==> config.mk <==
export PLATFORM = sky130hd
export DESIGN_NAME = event_sequencer
export DESIGN_NICKNAME = d
export VERILOG_FILES = /design/src/rtl/event_sequencer_pkg.sv /design/src/rtl/event_sequencer_sat_counter.sv /design/src/rtl/event_sequencer.sv
export SDC_FILE = /design/constraint.sdc
export NUM_CORES = 1
export LEC_CHECK = 0
export BUFFER_PORTS_ARGS = -buffer_cell sky130_fd_sc_hd__clkbuf_2
export CORE_MARGIN = 1.5
export CORE_UTILIZATION = 45
export CTS_BUF_LIST = sky130_fd_sc_hd__clkbuf_4 sky130_fd_sc_hd__clkbuf_8
export DETAILED_ROUTE_END_ITERATION = 10
export PLACE_DENSITY = 0.62
export SLEW_MARGIN = 20
export SYNTH_ARGS = -nofsm -noshare
export SYNTH_HDL_FRONTEND = slang
export SYNTH_HIERARCHICAL = 1
export SYNTH_SLANG_ARGS = --single-unit
==> constraint.sdc <==
create_clock -name clk -period 4.8 [get_ports clk]
set_input_delay 0.72 -clock clk [delete_from_list [all_inputs] [get_ports clk]]
set_output_delay 0.72 -clock clk [all_outputs]
set_load 0.005 [all_outputs]
==> src/rtl/event_sequencer_pkg.sv <==
// event_sequencer_pkg: shared state encoding and timer sizing for event_sequencer
package event_sequencer_pkg;

    localparam logic [1:0] S_IDLE = 2'd0;
    localparam logic [1:0] S_ARM  = 2'd1;
    localparam logic [1:0] S_WAIT = 2'd2;
    localparam logic [1:0] S_FIRE = 2'd3;

    // Timer width is clog2(TIMEOUT), never below one bit so TIMEOUT of 0 or 1 still elaborates.
    function automatic int timer_w(input int t);
        return (t > 1) ? $clog2(t) : 1;
    endfunction

endpackage

==> src/rtl/event_sequencer_sat_counter.sv <==
// sat_counter: saturating up-counter
// Ports: clk, rst (async, active-low), clr (sync clear, overrides en),
//        en (update enable), inc (count request), cnt (current count)
module sat_counter #(
    parameter int W = 8
) (
    input  logic         clk,
    input  logic         rst,
    input  logic         clr,
    input  logic         en,
    input  logic         inc,
    output logic [W-1:0] cnt
);

    always_ff @(posedge clk or negedge rst)
        if (!rst)
            cnt <= '0;
        else if (clr)
            cnt <= '0;
        else if (en && inc && cnt != '1)
            cnt <= cnt + W'(1);

endmodule

==> src/rtl/event_sequencer.sv <==
// event_sequencer: IDLE -> ARM -> WAIT -> FIRE event sequencer with WAIT timeout and completion count
// Ports: clk, rst (async, active-low), en (update enable), clr (sync clear),
//        a (event inputs), busy (not FIRE), fire (in FIRE), state_o (state encoding),
//        timeout (one-cycle pulse after WAIT abort), fire_cnt (saturating completed-sequence count)
module event_sequencer
    import event_sequencer_pkg::*;
#(
    parameter int              N_IN       = 4,
    parameter logic [N_IN-1:0] ARM_MASK   = '1,
    parameter logic [N_IN-1:0] FIRE_MASK  = N_IN'(4'b1010),
    parameter int              ARM_STAGES = 1,
    parameter int              TIMEOUT    = 16,
    parameter int              CNT_W      = 8
) (
    input  logic             clk,
    input  logic             rst,
    input  logic             en,
    input  logic             clr,
    input  logic [N_IN-1:0]  a,
    output logic             busy,
    output logic             fire,
    output logic [1:0]       state_o,
    output logic             timeout,
    output logic [CNT_W-1:0] fire_cnt
);

    localparam int            TW     = timer_w(TIMEOUT);
    localparam logic [TW-1:0] T_LAST = TW'(TIMEOUT - 1);
    localparam logic [3:0]    A_LAST = 4'(ARM_STAGES - 1);

    logic [1:0]    state, nxt;
    logic [3:0]    arm_cnt;
    logic [TW-1:0] timer;
    logic          armq, fireq, expire;

    assign armq    = |(a & ARM_MASK);
    assign fireq   = |(a & FIRE_MASK);
    assign expire  = (TIMEOUT != 0) && (timer == T_LAST);
    assign busy    = state != S_FIRE;
    assign fire    = state == S_FIRE;
    assign state_o = state;

    // fireq is tested before expiry so a qualifying event on the last WAIT cycle still fires.
    always_comb begin
        nxt = state;
        case (state)
            S_IDLE:  nxt = armq ? S_ARM : S_IDLE;
            S_ARM:   nxt = (armq && arm_cnt == A_LAST) ? S_WAIT : S_ARM;
            S_WAIT:  nxt = fireq ? S_FIRE : expire ? S_IDLE : S_WAIT;
            default: nxt = fireq ? S_IDLE : S_WAIT;
        endcase
    end

    always_ff @(posedge clk or negedge rst)
        if (!rst) begin
            state   <= S_IDLE;
            arm_cnt <= '0;
            timer   <= '0;
            timeout <= 1'b0;
        end else if (clr) begin
            state   <= S_IDLE;
            arm_cnt <= '0;
            timer   <= '0;
            timeout <= 1'b0;
        end else if (en) begin
            state   <= nxt;
            arm_cnt <= (state == S_IDLE) ? 4'd0 : (state == S_ARM && armq) ? arm_cnt + 4'd1 : arm_cnt;
            timer   <= (nxt == S_WAIT && state != S_WAIT) ? '0 : (state == S_WAIT) ? timer + TW'(1) : timer;
            timeout <= state == S_WAIT && !fireq && expire;
        end else begin
            timeout <= 1'b0;
        end

    sat_counter #(.W(CNT_W)) u_cnt (
        .clk (clk),
        .rst (rst),
        .clr (clr),
        .en  (en),
        .inc (state == S_FIRE && fireq),
        .cnt (fire_cnt)
    );

endmodule
==> qor.yml, run 1 <==
status:
  outcome: "finished, final reports clean"
worst_setup_path:
  r2r_cells: 5
  worstSetupStartpointType: "flip-flop"
  cp_slowest_cell: "dfrtp_1"
  cp-end-kind: "flip-flop"
  cp.arrival_ns: 2.33
  r2r-end: "u_cnt/cnt[5]"
  slowest_delay_ns: 0.69
  r2r-start: "state_o[0]"
  cp_cell_sequence: "o211a_1 > nand2_1 > a41o_1 > or4_1 > a21oi_1"
  worstPathRequired_ns: 5.02
  crit_type: "flip-flop to flip-flop"
  startpoint: "state_o[0]"
  cp_max_fo: 19
  reg2reg_slack_ns: 2.69
cells_and_area:
  finalNonFillerCells: 181
  drive_above_1_share_pct: 20.5
  nets: 164
  syn_to_final_growth_pct: 10.6
  n_antenna_cell: 0
sta:
  finalSetupTns_ns: 0
  fin_crit_sh_pct: 44.0
  report.final.setup_viol: 0
  fin_crit_ns: 2.11
  skew_ns: 0.00584
  rsz0062_at_grt: "no"
  slew_headroom_pct: 64.6
  hold_violations: 0
  fmaxAchievable_ghz: 0.474
  tightest_slew_ns: 0.531
  slew_viol_final: 0
floorplan:
  die_area_sq_um: 3060
  initial_utilization_pct: 48.8
  die_h_um: 55.3
  core_region_area_sq_um: 2520
  die_w_um: 55.3
  ios: 21
  rows: 18
pwr:
  p_leak_nw: 0.607
  combPwrFrac_pct: 17.4
  p_switching_uw: 93.2
  ir_worst_vdd_v: 0.000149
  seqPwrFrac_pct: 55.0
  clock_power_share_pct: 27.6
  intPower_uw: 227
  p_per_area_nw_per_um2: 235
  p_sw_share_pct: 29.1
placed_design:
  portBuffers: 20
  gp_routability_congestion: 0.770
  place_hpwl_um: 1890
  dp.cells: 177
clock_tree:
  cts_tree: "built"
  postCtsSetupBuffers: 0
  cts_buffer_depth: 2
  h-tree-depth: 1
  ctsResizeCount: 0
  clkSinkCount: 19
  root_buffer: "clkbuf_4"
  cts_buffers: 3
  clk_pin_slew_ns: 0.11
  cts.hold.buffers_added: 0
  clk_latency_ns: 0.30
synthesis:
  synth_cell_types: 47
  syn_inst: 134
  avgSynthCellArea_sq_um: 9.19
  synthTopCellsByCount: "dfrtp_1 (19), a21oi_1 (11), nand2_1 (8), inv_1 (7)"
  synth_warnings: 6
  yosysTopAreaCell: "dfrtp_1"
  synth_most_common_cell: "dfrtp_1"
  async_flop_share_pct: 100
  syn-num-nets: 146
  synth_top_area_share_pct: 38.6
  synth_seq_area_share_pct: 38.6
  ys_top_cells_by_area: "dfrtp_1 (39%), a21oi_1 (4.5%), ha_1 (4.1%)"
  ys_ff_latch: 19
  ys.flop_type: "dfrtp_1"
  syn-cell-area_sq_um: 1230
  synth_enable_flop_cells: 0
global_route:
  grt_pass1_vias: 952
  antenna_found_initial: 0
  grt_pass1_wl_um: 4610
  grt_usage_pct: 18.5
  grt_max_degree: 22
  grt-ovfl-total: 0
routing:
  first_pass_iters: 4
  vias: 1083
  drtIter0Drc: 24
  post_drt_wl_per_cell_um: 14.6
  vias_per_cell: 5.98
  wl_um: 2650
  drc: 0
  ant_nets: 0
flow_run:
  maxCapViolCount: 0
worst_hold_path:
  min_path_type: "primary input to async pin"
==> worst max-delay path: cells and delay by family, from the launching register on <==
kind | cells | cell delay, ns
compound gates | 3 | 0.76
flops | 1 | 0.69
simple gates | 2 | 0.57
==> final cells by class <==
class                   instances  area [sq um]
fillers                       254          1160
multi-input cells             101           692
flip-flops and latches         19           475
repair buffers                 20           100
well taps                      30          37.5
clock buffers                   4          30.0
inverters                       7          26.3
==> cell usage in the layout, fill, tap and decap left out, drive strengths merged, types with 2 or more instances in the layout <==
| cell type | netlist | final |
|---|---|---|
| clkbuf | 2 | 24 |
| or3b | 4 | 4 |
| nand4 | 2 | 2 |
| and4 | 2 | 2 |
| o21ai | 5 | 5 |
| or4 | 3 | 3 |
| nand2 | 8 | 8 |
| nand3b | 2 | 2 |
| a21oi | 12 | 12 |
| nand3 | 6 | 6 |
| nor2 | 6 | 6 |
| ha | 4 | 4 |
| nor3 | 3 | 3 |
| nand2b | 4 | 4 |
| a211oi | 4 | 4 |
| o21bai | 2 | 2 |
| nor4 | 3 | 3 |
| dfrtp | 19 | 19 |
| mux2i | 4 | 4 |
| and3 | 2 | 2 |
| or3 | 4 | 4 |
| inv | 7 | 7 |
| nor2b | 2 | 2 |
| o31ai | 3 | 3 |
==> metrics by stage <==
step | cell area (sq um) | power, mW | worst slack (ns) | hold WS [ns] | util, %
detailed placement | 1330 | 0.235 | 2.58 | 0.569 | 52.8
global route | 1360 | 0.338 | 2.57 | 0.388 | 54.0
floorplan | 1230 | 0.216 | 2.96 | 0.424 | -
CTS | 1360 | 0.326 | 2.71 | 0.366 | 54.0
finish | 1360 | 0.321 | 2.69 | 0.357 | 54.0
global placement | 1330 | 0.233 | 2.60 | 0.561 | 52.8
==> worst max path at each step <==
stage	to	slack, ns	cells after the start
global placement	u_cnt/cnt[5]	2.60	6
CTS	u_cnt/cnt[5]	2.71	5
finish	u_cnt/cnt[5]	2.69	5
global route	u_cnt/cnt[5]	2.57	5
detailed placement	u_cnt/cnt[5]	2.58	6
floorplan	u_cnt/cnt[4]	2.96	6
==> registers in the layout, summed over array words and instances, names as in the netlist <==
name and count:
arm_cnt 4, state_o 2, timeout 1, timer 4
u_cnt/cnt 8
==> power by group through the flow <==
| stage | Sequential [mW] | Clock, mW | Combinational [mW] |
|---|---|---|---|
| CTS | 0.176 | 0.0934 | 0.0565 |
| global route | 0.178 | 0.0977 | 0.0629 |
| detailed placement | 0.179 | 0 | 0.0561 |
| global placement | 0.179 | 0 | 0.0545 |
| finish | 0.176 | 0.0883 | 0.0558 |
| floorplan | 0.172 | 0 | 0.0445 |
==> routing by layer <==
| layer | GRT usage (%) | vias up | part of all wire (%) |
|---|---|---|---|
| li1 | - | 541 | - |
| met1 | 28.3 | 525 | 51 |
| met2 | 26.7 | 15 | 46 |
| met3 | 2.58 | 2 | 3.2 |
| met4 | 6.27 | 0 | 0.57 |
| met5 | 0 | - | 0 |
==> cell families (layout without fill, tap and decap cells) <==
group	after synthesis	count (layout)	synth area share, %
simple gates	54	54	26.8
compound gates	36	36	19.7
flops	19	19	38.6
buf+inv	14	31	5.18
mux	5	5	4.17
fa+ha+maj	4	4	4.07
xor+xnor	2	2	1.42
(Power assumes the default switching activity.)
==> run 2: changes to the inputs <==
--- a/config.mk
+++ b/config.mk
@@ -10,7 +10,7 @@
 export CORE_UTILIZATION = 45
 export CTS_BUF_LIST = sky130_fd_sc_hd__clkbuf_4 sky130_fd_sc_hd__clkbuf_8
 export DETAILED_ROUTE_END_ITERATION = 10
-export PLACE_DENSITY = 0.62
+export PLACE_DENSITY = 0.65
 export SLEW_MARGIN = 20
 export SYNTH_ARGS = -nofsm -noshare
 export SYNTH_HDL_FRONTEND = slang
==> constraint.sdc (replaced) <==
create_clock -name clk -period 1.8 [get_ports clk]
set_input_delay 0.27 -clock clk [delete_from_list [all_inputs] [get_ports clk]]
set_output_delay 0.27 -clock clk [all_outputs]
set_load 0.005 [all_outputs]
==> run 2 against run 1 <==
  * Utilization grew 3.4 points
  * Non-clock buffer count grew 11
  * Final cell count grew 6.1%
  * Sequential share of layout area shrank 2.1 points
  * Die area is the same
  * First-iteration DRC count grew 33%
  * Critical path type unchanged
  * Largest power group unchanged
==> qor.yml, run 2 (synthesis gave the netlist of run 1 again) <==
worst_setup_path:
  r2r_cells: 5  # unchanged
  crit_type: "flip-flop to flip-flop"
  r2r-start: "u_cnt/cnt[5]"
  worstSetupStartpointType: "flip-flop"
  cp_max_fo: 9  # -10
  r2r-end: "u_cnt/cnt[7]"
  cp-end-kind: "flip-flop"
  reg2reg_slack_ns: 0.07  # -2.62 ns
  worstPathRequired_ns: 2.03  # -2.99 ns
  cp.arrival_ns: 1.96  # -0.37 ns
floorplan:
  die_area_sq_um: 3060  # unchanged
  initial_utilization_pct: 48.8  # unchanged
  rows: 18  # unchanged
  core_region_area_sq_um: 2520  # unchanged
  die_h_um: 55.3  # unchanged
  ios: 21  # unchanged
  die_w_um: 55.3  # unchanged
sta:
  finalSetupTns_ns: 0  # unchanged
  fmaxAchievable_ghz: 0.579  # +22%
  tightest_slew_ns: 0.463  # -0.0684 ns
  slew_headroom_pct: 69.1  # +4.6 points
  report.final.setup_viol: 0  # unchanged
  rsz0062_at_grt: "no"
  fin_crit_ns: 1.73  # -0.384 ns
  slew_viol_final: 0  # unchanged
  hold_violations: 0  # unchanged
  fin_crit_sh_pct: 96.0  # +52 points
  skew_ns: 0.00372  # -0.00213 ns
clock_tree:
  cts_buffer_depth: 2  # unchanged
  postCtsSetupBuffers: 0  # unchanged
  clk_latency_ns: 0.29  # about the same
  h-tree-depth: 1  # unchanged
  root_buffer: "clkbuf_4"
  cts_tree: "built"
  cts_buffers: 3  # unchanged
  clk_pin_slew_ns: 0.11  # about the same
  clkSinkCount: 19  # unchanged
cells_and_area:
  fillCellCount: 237  # -6.7%
  regArea_sq_um: 475  # unchanged
  final_common_cell: "clkbuf_2"
  multi_input_area_sq_um: 693  # +0.18%
  n_antenna_cell: 0  # unchanged
  largest_registers: "u_cnt/cnt: 8 flops, arm_cnt: 4 flops, timer: 4 flops"
  regMostFlops: "u_cnt/cnt"
  finalNonFillerCells: 192  # +6.1%
  nets: 175  # +6.7%
  drive_above_1_share_pct: 25.9  # +5.4 points
  final_cell_mix: "clkbuf_2 (20), dfrtp_1 (19), a21oi_1 (11)"
  largest_reg_flops: 8  # unchanged
  utilization_pct: 57.4  # +3.4 points
  syn_to_final_growth_pct: 17.6
routing:
  drc: 0  # unchanged
  post_drt_wl_per_cell_um: 14.4  # -1.7%
  wl_um: 2760  # +4.3%
  vias: 1169  # +7.9%
  drtIter0Drc: 32  # +33%
  vias_per_cell: 6.09  # +1.8%
  first_pass_iters: 4  # unchanged
  ant_nets: 0  # unchanged
global_route:
  grt_usage_pct: 19.4  # +0.89 points
  grt-ovfl-total: 0  # unchanged
  grt_pass1_vias: 1080  # +13%
  grt_max_degree: 21  # -4.5%
  grt_pass1_wl_um: 4750  # +3.1%
  antenna_found_initial: 0  # unchanged
worst_hold_path:
  whs_endpoint: "u_cnt/cnt[2]"
  min_path_type: "primary input to flip-flop"
  hp-start: "en"
  hold_depth: 4
pwr:
  p_per_area_nw_per_um2: 601  # +160%
  ir_worst_vdd_v: 0.000422  # +180%
  p_leak_nw: 0.661  # +9.0%
placed_design:
  place_hpwl_um: 2070  # +9.5%
  gp_routability_congestion: 0.784  # +1.8%
  portBuffers: 20  # unchanged
  dp.cells: 187  # +5.6%
status:
  outcome: "finished, final reports clean"
flow_run:
  maxCapViolCount: 0  # unchanged
==> run 2: changes by cell type in the layout (fill, tap and decap cells not counted) <==
cell           previous run  this run
buf_4                     0        10
dlygate4sd3_1             0         1
a41o_1                    1         0
a41o_2                    0         1
==> run 2: metrics by stage <==
step	area, sq um	hold WS (ns)	power, mW	setup slack (ns)
finish	1450	0.337	0.870	0.0722
global route	1450	0.351	0.916	0.0132
CTS	1450	0.323	0.878	0.0554
detailed placement	1410	0.250	0.645	0.0827
global placement	1410	0.259	0.641	0.133
floorplan	1230	-0.0256	0.577	0.0888
==> run 2: worst max path at each step <==
stage	startpoint	endpoint	slack, ns	depth (start not counted)
6_report	u_cnt/cnt[5]	u_cnt/cnt[7]	0.07	5
5_1_grt	u_cnt/cnt[1]	u_cnt/cnt[7]	0.01	5
4_1_cts	u_cnt/cnt[5]	u_cnt/cnt[7]	0.06	5
3_5_place_dp	u_cnt/cnt[4]	u_cnt/cnt[7]	0.08	5
3_3_place_gp	u_cnt/cnt[4]	u_cnt/cnt[7]	0.13	5
2_1_floorplan	state_o[0]	u_cnt/cnt[4]	0.09	7
==> run 2: routing by layer <==
layer  up-vias  wire length, um  global-route usage [%]
met5         -                0                       0
met4         0               40                    8.36
met3         4              152                    3.04
met2        46             1330                    33.0
met1       561             1240                    24.3
li1        558                -                       -
==> run 2: final cells by class <==
| type | instances | share of cell area (%) |
|---|---|---|
| repair buffers | 31 | 12.8 |
| well taps | 30 | 2.59 |
| multi-input cells | 101 | 47.9 |
| flip-flops and latches | 19 | 32.8 |
| inverters | 7 | 1.82 |
| clock buffers | 4 | 2.07 |
==> run 2: critical path: stages, from the launching register on <==
cell,delay (ns)
dfrtp_1,0.43
and4_1,0.24
a41o_2,0.33
buf_4,0.17
or3_1,0.34
a21oi_1,0.15
==> run 2: report_power, final <==
| part | leakage [nW] | switching, mW | internal [mW] |
|---|---|---|---|
| sequential | 0.263 | 0.0106 | 0.439 |
| clock | 0.0184 | 0.130 | 0.101 |
| combinational | 0.380 | 0.107 | 0.0822 |
==> run 2: repair_timing <==
action	in CTS	in global routing
setup endpoints to repair	0	1
hold buffers	1	0
resized for setup	0	1
endpoints found under the hold margin	19	0
